## config.mk

```make
export PLATFORM = sky130hd
export DESIGN_NAME = fixed_point_mac_pipe
export DESIGN_NICKNAME = d
export VERILOG_FILES = /design/src/rtl/fixed_point_mac_pipe.sv
export SDC_FILE = /design/constraint.sdc
export NUM_CORES = 1
export LEC_CHECK = 0
export ABC_AREA = 1
export BUFFER_PORTS_ARGS = -buffer_cell sky130_fd_sc_hd__buf_2
export CAP_MARGIN = 15
export CORE_ASPECT_RATIO = 0.6
export CORE_MARGIN = 2
export CORE_UTILIZATION = 35
export DETAILED_ROUTE_END_ITERATION = 8
export SLEW_MARGIN = 20
export SYNTH_ARGS = -nofsm -noshare
export SYNTH_HDL_FRONTEND = slang
export SYNTH_SLANG_ARGS = --single-unit
```

## constraint.sdc

```tcl
create_clock -name clk -period 16.95 [get_ports clk]
set_input_delay 0.8475 -clock clk [delete_from_list [all_inputs] [get_ports clk]]
set_output_delay 0.8475 -clock clk [all_outputs]
set_load 0.1 [all_outputs]
```

## src/rtl/fixed_point_mac_pipe.sv

```systemverilog
// fixed_point_mac_pipe: pipelined signed Q-format multiply-accumulate.
//   S1 registers the operands, S2 the full 2N-bit product, S3 the running
//   sum (and the closed sum on a last beat). The output register then loads
//   the rounded and saturated (N,Q) result.
// Build option: define FXP_MAC_ROUND_EN for round-half-up. Left undefined,
// the result is truncated toward -inf with a plain arithmetic shift.
module fixed_point_mac_pipe #(
  parameter int N         = 16,
  parameter int Q         = 12,
  parameter int ACC_GUARD = 4
) (
  input  logic         clk,
  input  logic         rst_n,
  input  logic         in_valid,
  output logic         in_ready,
  input  logic [N-1:0] in_a,
  input  logic [N-1:0] in_b,
  input  logic         in_acc,
  input  logic         in_last,
  output logic         out_valid,
  input  logic         out_ready,
  output logic [N-1:0] out_result,
  output logic         out_overflow
);

  localparam int AW = 2*N + ACC_GUARD;  // accumulator width
  localparam int RW = AW + 1;           // one extra bit so rounding cannot wrap

`ifdef FXP_MAC_ROUND_EN
  localparam logic [RW-1:0] RND = RW'(1) << (Q-1);
`else
  localparam logic [RW-1:0] RND = '0;
`endif

  localparam logic signed [RW-1:0] MAXV = {{(RW-N+1){1'b0}}, {(N-1){1'b1}}};
  localparam logic signed [RW-1:0] MINV = {{(RW-N+1){1'b1}}, {(N-1){1'b0}}};

  // The whole pipe advances only when the output register is free.
  logic w_en;
  assign w_en     = !(out_valid && !out_ready);
  assign in_ready = w_en;

  // Stage 1 registers
  logic         r_s1_valid;
  logic         r_s1_acc;
  logic         r_s1_last;
  logic [N-1:0] r_s1_a;
  logic [N-1:0] r_s1_b;

  // Stage 2 registers
  logic                  r_s2_valid;
  logic                  r_s2_acc;
  logic                  r_s2_last;
  logic signed [2*N-1:0] r_s2_prod;

  // Stage 3 registers
  logic                 r_s3_valid;
  logic signed [AW-1:0] r_acc;
  logic signed [AW-1:0] r_s3_sum;

  logic signed [2*N-1:0] w_prod;
  logic signed [AW-1:0]  w_prod_ext;
  logic signed [AW-1:0]  w_sum;
  logic signed [RW-1:0]  w_rnd;
  logic signed [RW-1:0]  w_shift;
  logic [N-1:0]          w_res;
  logic                  w_ovf;

  assign w_prod     = $signed(r_s1_a) * $signed(r_s1_b);
  assign w_prod_ext = {{ACC_GUARD{r_s2_prod[2*N-1]}}, r_s2_prod};
  assign w_sum      = r_s2_acc ? (r_acc + w_prod_ext) : w_prod_ext;
  assign w_rnd      = $signed({r_s3_sum[AW-1], r_s3_sum}) + $signed(RND);
  assign w_shift    = w_rnd >>> Q;

  // S1: capture the accepted beat
  always_ff @(posedge clk or negedge rst_n) begin
    if (!rst_n) begin
      r_s1_valid <= 1'b0;
      r_s1_acc   <= 1'b0;
      r_s1_last  <= 1'b0;
      r_s1_a     <= '0;
      r_s1_b     <= '0;
    end else if (w_en) begin
      r_s1_valid <= in_valid;
      r_s1_acc   <= in_acc;
      r_s1_last  <= in_last;
      r_s1_a     <= in_a;
      r_s1_b     <= in_b;
    end
  end

  // S2: register the full-precision signed product
  always_ff @(posedge clk or negedge rst_n) begin
    if (!rst_n) begin
      r_s2_valid <= 1'b0;
      r_s2_acc   <= 1'b0;
      r_s2_last  <= 1'b0;
      r_s2_prod  <= '0;
    end else if (w_en) begin
      r_s2_valid <= r_s1_valid;
      r_s2_acc   <= r_s1_acc;
      r_s2_last  <= r_s1_last;
      r_s2_prod  <= w_prod;
    end
  end

  // S3: update the running sum; a last beat parks the closed sum in r_s3_sum
  // and clears the accumulator so the next beat always starts fresh
  always_ff @(posedge clk or negedge rst_n) begin
    if (!rst_n) begin
      r_s3_valid <= 1'b0;
      r_acc      <= '0;
      r_s3_sum   <= '0;
    end else if (w_en) begin
      r_s3_valid <= r_s2_valid && r_s2_last;
      if (r_s2_valid) begin
        if (r_s2_last) begin
          r_acc    <= '0;
          r_s3_sum <= w_sum;
        end else begin
          r_acc <= w_sum;
        end
      end
    end
  end

  // Saturate the rounded, shifted sum back into (N,Q)
  always_comb begin
    w_res = w_shift[N-1:0];
    w_ovf = 1'b0;
    if (w_shift > MAXV) begin
      w_res = MAXV[N-1:0];
      w_ovf = 1'b1;
    end else if (w_shift < MINV) begin
      w_res = MINV[N-1:0];
      w_ovf = 1'b1;
    end
  end

  // Output register: load on a closed sum, drop valid once taken
  always_ff @(posedge clk or negedge rst_n) begin
    if (!rst_n) begin
      out_valid    <= 1'b0;
      out_result   <= '0;
      out_overflow <= 1'b0;
    end else if (w_en && r_s3_valid) begin
      out_valid    <= 1'b1;
      out_result   <= w_res;
      out_overflow <= w_ovf;
    end else if (out_valid && out_ready) begin
      out_valid <= 1'b0;
    end
  end

endmodule

```

# Yosys cells after proc, flatten, opt, wreduce, memory -nomap -nowiden
# Cells that the tools add are included.
[word_totals]
regBits = 161
wordCells = 37
output_inout_bits = 19
[op_classes]
bitwise_logic = 1
addsub = 1
mul = 1
n_mux = 8
magnitude_cmp = 2
reduce_logical = 9
[op_table]
columns = ["cell", "count"]
rows = [
  ["$mux W36", 2],
  ["$add A36 B32 Y36", 1],
  ["$mul A16 B16 Y32", 1],
  ["$mux W16", 2],
  ["$gt A24 B16 Y1 const B", 1],
  ["$lt A24 B16 Y1 const B", 1],
  ["$logic_and A1 B1 Y1", 4],
  ["$mux W1", 4],
  ["$reduce_and A3 Y1", 1],
  ["$logic_not A1 Y1", 2],
  ["$reduce_and A2 Y1", 1],
  ["$reduce_bool A2 Y1", 1],
  ["$not A1 Y1", 1],
]

# Depth between registers and ports, before layout
# Gate-level depths: netlist of the first run.
[depth]
word_depth = 5
depth_mapped = 30
depth_no_buf = 28

# Worst setup path after synthesis of the first run
# OpenSTA, ideal clock, no wires.
[synth_timing]
path_kind = "register to register"
from = "reg r_s1_a[15]"
to = "reg r_s2_prod[29]"
setup_ns = 0.132
stages_incl_launch_ff = 24
required_time_ns = 16.818
synth_period_minus_slack_ns = 5.724
setup_slack_ns = 11.226
arrival_time_ns = 5.593
cell_sequence = "dfrtp_1 > clkbuf_1 > clkbuf_1 > nand2_1 > fa_1 > inv_1 > fa_1 > fa_1 > inv_1 > fa_1 > inv_1 > fa_1 > inv_1 > fa_1 > inv_1 > ha_1 > nand2_1 > nor2_1 > nand2_1 > or2_2 > nand3_1 > nand2_1 > nand3_1 > o21ai_0"
[synth_via]
elab_chain_len = 1
[synth_lines]
columns = ["element", "line", "source"]
rows = [
  ["start, declared", "47", "logic [N-1:0] r_s1_a;"],
  ["start signal, assigned", "87", "r_s1_a <= in_a;"],
  ["$mul A16 B16 Y32", "69", "assign w_prod = $signed(r_s1_a) * $signed(r_s1_b);"],
  ["end signal, assigned", "103", "r_s2_prod <= w_prod;"],
  ["end, declared", "54", "logic signed [2*N-1:0] r_s2_prod;"],
]
# Every way passes these cells.
# A chain may end at the register's enable or synchronous reset.

# Worst setup path after layout of the first run
[layout_timing]
from = "reg r_s1_b[1]"
to = "reg r_s2_prod[31]"
[layout_via]
elab_chain_len = 1
[layout_lines]
columns = ["element", "line", "source"]
rows = [
  ["start, declared", "48", "logic [N-1:0] r_s1_b;"],
  ["start signal, assigned", "88", "r_s1_b <= in_b;"],
  ["$mul A16 B16 Y32", "69", ""],
]
# Every way passes these cells.

==> impl_metrics.toml, run 1 <==
[global_route]
track_usage_pct = 21.0
antenna_found_initial = 2
grt_pass1_vias = 16600
grt_pass1_wl_um = 92200
grt_max_degree = 69
gr-total-overflow = 0

[worst_setup_path]
startpoint_type = "flop"
path_cells = "nand2_1 -> inv_1 -> fa_1 -> fa_1 -> fa_1 -> fa_1 -> fa_1 -> inv_1 -> fa_1 -> inv_1 -> ha_1 -> nand2_1 -> nor2_1 -> inv_1 -> nor2_1 -> nand4_1 -> nand3_1 -> nand2_1 -> nand2_1 -> nand3_1 -> nand3_1 -> nand2_1"
crit_type = "flop to flop"
endpoint_kind = "flop"
path_delay_family = "adder cells"
critical_path_arrival_ns = 7.30
slowest_stage = "fa_1"
required_ns = 17.31
critical_path.max_stage_delay_ns = 0.90
crit_buf_inv = 4
cp_max_fo = 17
path_common_cell = "fa_1"

[cts]
hold_buffers = 0
root_buffer = "clkbuf_16"
cts_buffers = 17
cts_max_level = 4
cts-resized-gates = 0
clkSinkCount = 149
clock_latency_ns = 0.47
clk_path_buf_depth = 2
clkTransAtPathRegs_ns = 0.07
postCtsSetupBuffers = 0
tritoncts = "yes"

[synth]
yosys.area.top_type = "fa_1"
synth_fa_ha_area_share_pct = 35.0
seq_area_frac_synth_pct = 19.4
syn_nets = 3040
syn-instance-count = 2622
synthTopCellsByArea = "fa_1 (27%), dfrtp_1 (19%), nand2_1 (16%)"
muxShareOfSynthArea_pct = 0.0521
avgSynthCellArea_um2 = 7.33
synth_compound_area_share_pct = 6.44
synthesis.area_mm2 = 0.0192
synth-main-ff-cell = "dfrtp_1"
synthSimpleGateAreaFrac_pct = 24.1
synth_top_family_by_area = "adder cells"
yosysTopAreaCellShare_pct = 27.4
synthArstFlopShare_pct = 100
synth-xor-area-share_pct = 1.05
synth-warning-count = 0
synth_edf_count = 0
yosysUniqueCellTypes = 43
synth-seq-cells = 149

[drt]
vias = 16300
drc_errors = 0
dr.pass1.iters = 5
antenna_left = 0
vias_per_cell = 4.90
drt_iter0_drc = 1809
wl_um = 56000
routedWlPerCell_um = 16.8

[run]
maxCapViolations = 0

[timing]
max_slew_margin_pct = 28.5
layout_min_cycle_time_ns = 6.95
rsz0062_at_grt = "false"
tightest_slew_ns = 1.07
fmax_mhz = 144
setup_viol = 0
fin_setup_tns_ns = 0
fin_worst_skew_ns = 0.0140
slew_violations = 0
hold_violations = 0
period_share_pct = 41.0

[floorplan]
dieArea_mm2 = 0.0568
start_util_pct = 35.5
io_pins = 57
rows = 66
die_w_um = 306
fp.coreArea_mm2 = 0.0542
die_y_um = 185

[finish]
final_layout_size_suffix_gt1_share_pct = 5.61
nets = 3024
area_growth_pct = 7.42
n_fill_cell = 5670
n_antenna_cell = 0

[place]
place.port_buffers = 56
dp_hpwl_um = 46300
gp_congestion = 1.03

[run_status]
status = "completed"

[min_path]
min-delay-path-class = "primary input to async pin"
cells in the final DEF, fill, tap and decap left out, types with 55 or more instances in the layout:
| cell | n |
|---|---|
| a21oi_1 | 74 |
| buf_2 | 55 |
| dfrtp_1 | 149 |
| fa_1 | 263 |
| ha_1 | 117 |
| inv_1 | 598 |
| nand2_1 | 797 |
| nand3_1 | 129 |
| nor2_1 | 132 |
| o21ai_0 | 84 |
cell families after synthesis:
family,count (synthesis)
multiplexers,1
AND/OR/NAND/NOR,1133
XOR/XNOR,23
buffers and inverters,711
AO/OA/AOI/OAI,225
adder cells (fa/ha/maj),380
flip-flops,149
cell usage after synthesis (all sizes together), types with 15 or more instances:
cell / number
inv: 609
clkbuf: 89
o21ai: 110
a21oi: 78
nand3: 131
nor3: 15
fa: 263
dfrtp: 149
ha: 117
nor2: 140
nand4: 20
nand2: 805
cell type report:
| type | count | area [um^2] | share of cell area, % |
|---|---|---|---|
| multi-input combinational | 1762 | 12800 | 62.0 |
| clock buffer | 22 | 464 | 2.25 |
| sequential | 149 | 3730 | 18.1 |
| clock inverter | 10 | 97.6 | 0.473 |
| tap | 714 | 893 | 4.33 |
| inverter | 610 | 2290 | 11.1 |
| timing repair buffer | 66 | 362 | 1.75 |
sequential cells by signal, summed over array words and instances (netlist names):
| signal | cells |
|---|---|
| out_overflow | 1 |
| out_result | 16 |
| out_valid | 1 |
| r_acc | 36 |
| r_s1_a | 16 |
| r_s1_acc | 1 |
| r_s1_b | 16 |
| r_s1_last | 1 |
| r_s1_valid | 1 |
| r_s2_acc | 1 |
| r_s2_last | 1 |
| r_s2_prod | 32 |
| r_s2_valid | 1 |
| r_s3_sum | 24 |
| r_s3_valid | 1 |
stage by stage:
stage	hold WS, ns	utilization [%]	worst slack [ns]	cells	instance area (um^2)
2_1_floorplan	0.432	-	11.23	2622	19200
3_3_place_gp	0.457	37.1	10.32	3301	20100
3_5_place_dp	0.462	37.1	10.22	3301	20100
4_1_cts	0.274	38.1	10.19	3333	20600
5_1_grt	0.288	38.1	9.79	3333	20600
6_report	0.279	38.1	10.00	3333	20600
worst paths after layout:
kind                                               to  cells past startpoint                  startpoint  slack [ns]
max                         r_s2_prod[31]$_DFFE_PN0N_                     22       r_s1_b[1]$_DFFE_PN0N_       10.00
min                             r_s1_b[2]$_DFFE_PN0N_                      1                       rst_n        0.28
max reg2reg                 r_s2_prod[31]$_DFFE_PN0N_                     22       r_s1_b[1]$_DFFE_PN0N_       10.00
min reg2reg                out_result[15]$_DFFE_PN0P_                      2  out_result[15]$_DFFE_PN0P_        0.47
max in group asynchronous    r_s3_sum[33]$_DFFE_PN0P_                      3                       rst_n       14.83
min in group clk           out_result[15]$_DFFE_PN0P_                      2  out_result[15]$_DFFE_PN0P_        0.47
per-layer routing:
metal | up-vias | GRT usage (%) | wire length (um) | share of wire, %
li1 | 7748 | - | - | -
met1 | 7952 | 33.6 | 28900 | 52
met2 | 580 | 29.0 | 21600 | 38
met3 | 35 | 4.69 | 5140 | 9.2
met4 | 4 | 3.10 | 428 | 0.76
met5 | - | 0 | 28 | 0.050
Power of run 1 is not shown: default switching activity piles up to over one toggle a cycle in this logic, so the estimate is an artifact.
==> inputs of run 2 (changes only) <==
==> constraint.sdc (replaced) <==
create_clock -name clk -period 6.3 [get_ports clk]
set_input_delay 0.315 -clock clk [delete_from_list [all_inputs] [get_ports clk]]
set_output_delay 0.315 -clock clk [all_outputs]
set_load 0.1 [all_outputs]
==> impl_metrics.toml, run 2 (synthesis results as in run 1) <==
[cts]
clock_latency_ns = 0.47
clkTransAtPathRegs_ns = 0.08
root_buffer = "clkbuf_16"
tritoncts = "yes"
cts_buffers = 17
cts_max_level = 4
clk_path_buf_depth = 2
hold_buffers = 0
clkSinkCount = 149

[global_route]
grt_pass1_vias = 16700
track_usage_pct = 20.8
grt_pass1_wl_um = 91600
grt_max_degree = 95
gr-total-overflow = 0
antenna_found_initial = 1

[place]
place.port_buffers = 56
dpl_cell_area_mm2 = 0.0205
gp_congestion = 0.999
dp_hpwl_um = 46000

[worst_setup_path]
cp-startpoint = "r_s1_a[15]$_DFFE_PN0N_"
required_ns = 6.66
critical_path_arrival_ns = 6.37
endpoint_kind = "flop"
crit_type = "flop to flop"
r2r_start = "r_s1_a[15]$_DFFE_PN0N_"
reg2reg_slack_ns = 0.29
cp_max_fo = 7
startpoint_type = "flop"

[timing]
whs_ns = -0.0184
slew_violations = 0
setup_viol = 0
period_share_pct = 95.5
fin_worst_skew_ns = 0.0149
tightest_slew_ns = 1.13
layout_min_cycle_time_ns = 6.01
rsz0062_at_grt = "true"
fin_setup_tns_ns = 0
hold_violations = 27
fmax_mhz = 166
max_slew_margin_pct = 24.8

[drt]
dr.pass1.iters = 6
antenna_left = 0
drt_iter0_drc = 1612
routedWlPerCell_um = 16.4
vias_per_cell = 4.87
wl_um = 55700
drc_errors = 0
vias = 16500

[finish]
registers.top_by_ff_count = "r_acc"
final_layout_size_suffix_gt1_share_pct = 8.68
area_growth_pct = 10.1
stdcell_area_mm2 = 0.0212
reg_top3 = "r_acc x36, r_s2_prod x32, r_s3_sum x24"
nets = 3078
final_cell_mix = "nand2_1 (797), inv_1 (597), fa_1 (259), dfrtp_1 (131)"
largest_register_ffs = 36
layout_commonest_cell = "nand2_1"
n_antenna_cell = 0

[run_status]
failed_checks = "hold timing"
status = "finished with violations"

[run]
maxCapViolations = 0

[floorplan]
io_pins = 57
die_y_um = 185
die_w_um = 306
rows = 66
start_util_pct = 35.5
fp.coreArea_mm2 = 0.0542
dieArea_mm2 = 0.0568

[min_path]
min-delay-path-class = "primary input to async pin"
-- run 2: cell types whose count changed in the layout (fill, tap and decap cells not counted), sizes merged --
cell | previous run | this run
clkbuf | 22 | 18
buf | 66 | 120
inv | 611 | 613
bufinv | 1 | 3
-- run 2: worst paths after layout --
check | endpoint | cells after the start
max in group asynchronous | r_s3_sum[33]$_DFFE_PN0P_ | 2
worst min-delay path | r_s1_b[6]$_DFFE_PN0N_ | 1
min in group clk | r_s1_b[13]$_DFFE_PN0N_ | 3
worst max register to register | r_s2_prod[26]$_DFFE_PN0N_ | 22
worst min register to register | out_result[15]$_DFFE_PN0P_ | 2
worst max-delay path | r_s2_prod[26]$_DFFE_PN0N_ | 22
-- run 2: routing by layer --
metal | track usage (%) | wire length [um]
met1 | 32.4 | 28400
met2 | 28.1 | 21100
met3 | 5.87 | 5360
met4 | 3.90 | 663
met5 | 1.21 | 101
-- run 2: repair_timing --
item                                    4_1_cts  5_1_grt
pin swaps                                     0        3
endpoints found under the setup margin        2       10
buffers inserted                              0        4
resized for setup                             1       29
cloned                                        0        0
-- run 2: area by class of cell --
type,count,area (um^2)
clock buffers,18,429
clock inverters,14,175
fillers,5663,33000
inverters,610,2290
multi-input cells,1762,12800
flip-flops and latches,149,3750
well taps,714,893
repair buffers,120,779
-- run 2: critical path, cell delays in order (launching register included) --
cell     delay, ns
dfrtp_2       0.45
buf_12        0.15
nand2_1       0.10
inv_1         0.07
fa_2          0.55
fa_2          0.71
inv_1         0.12
fa_1          0.49
inv_1         0.05
fa_1          0.55
fa_1          0.42
fa_1          0.44
ha_1          0.44
nand2_1       0.13
nor2_1        0.12
inv_1         0.10
nor2_1        0.26
and3_1        0.21
nand2_1       0.18
nand3_1       0.13
nand2_1       0.06
nand3_1       0.09
nand2_1       0.07
-- run 2: through the flow --
step	setup WS, ns	instances	utilization, %
4_1_cts	0.00198	3383	38.9
5_1_grt	-0.00881	3387	39.1
2_1_floorplan	0.576	2622	-
6_report	0.286	3387	39.1
3_3_place_gp	-0.137	3351	37.8
3_5_place_dp	-0.0737	3351	37.8
Power of run 2 is left out for the same reason.
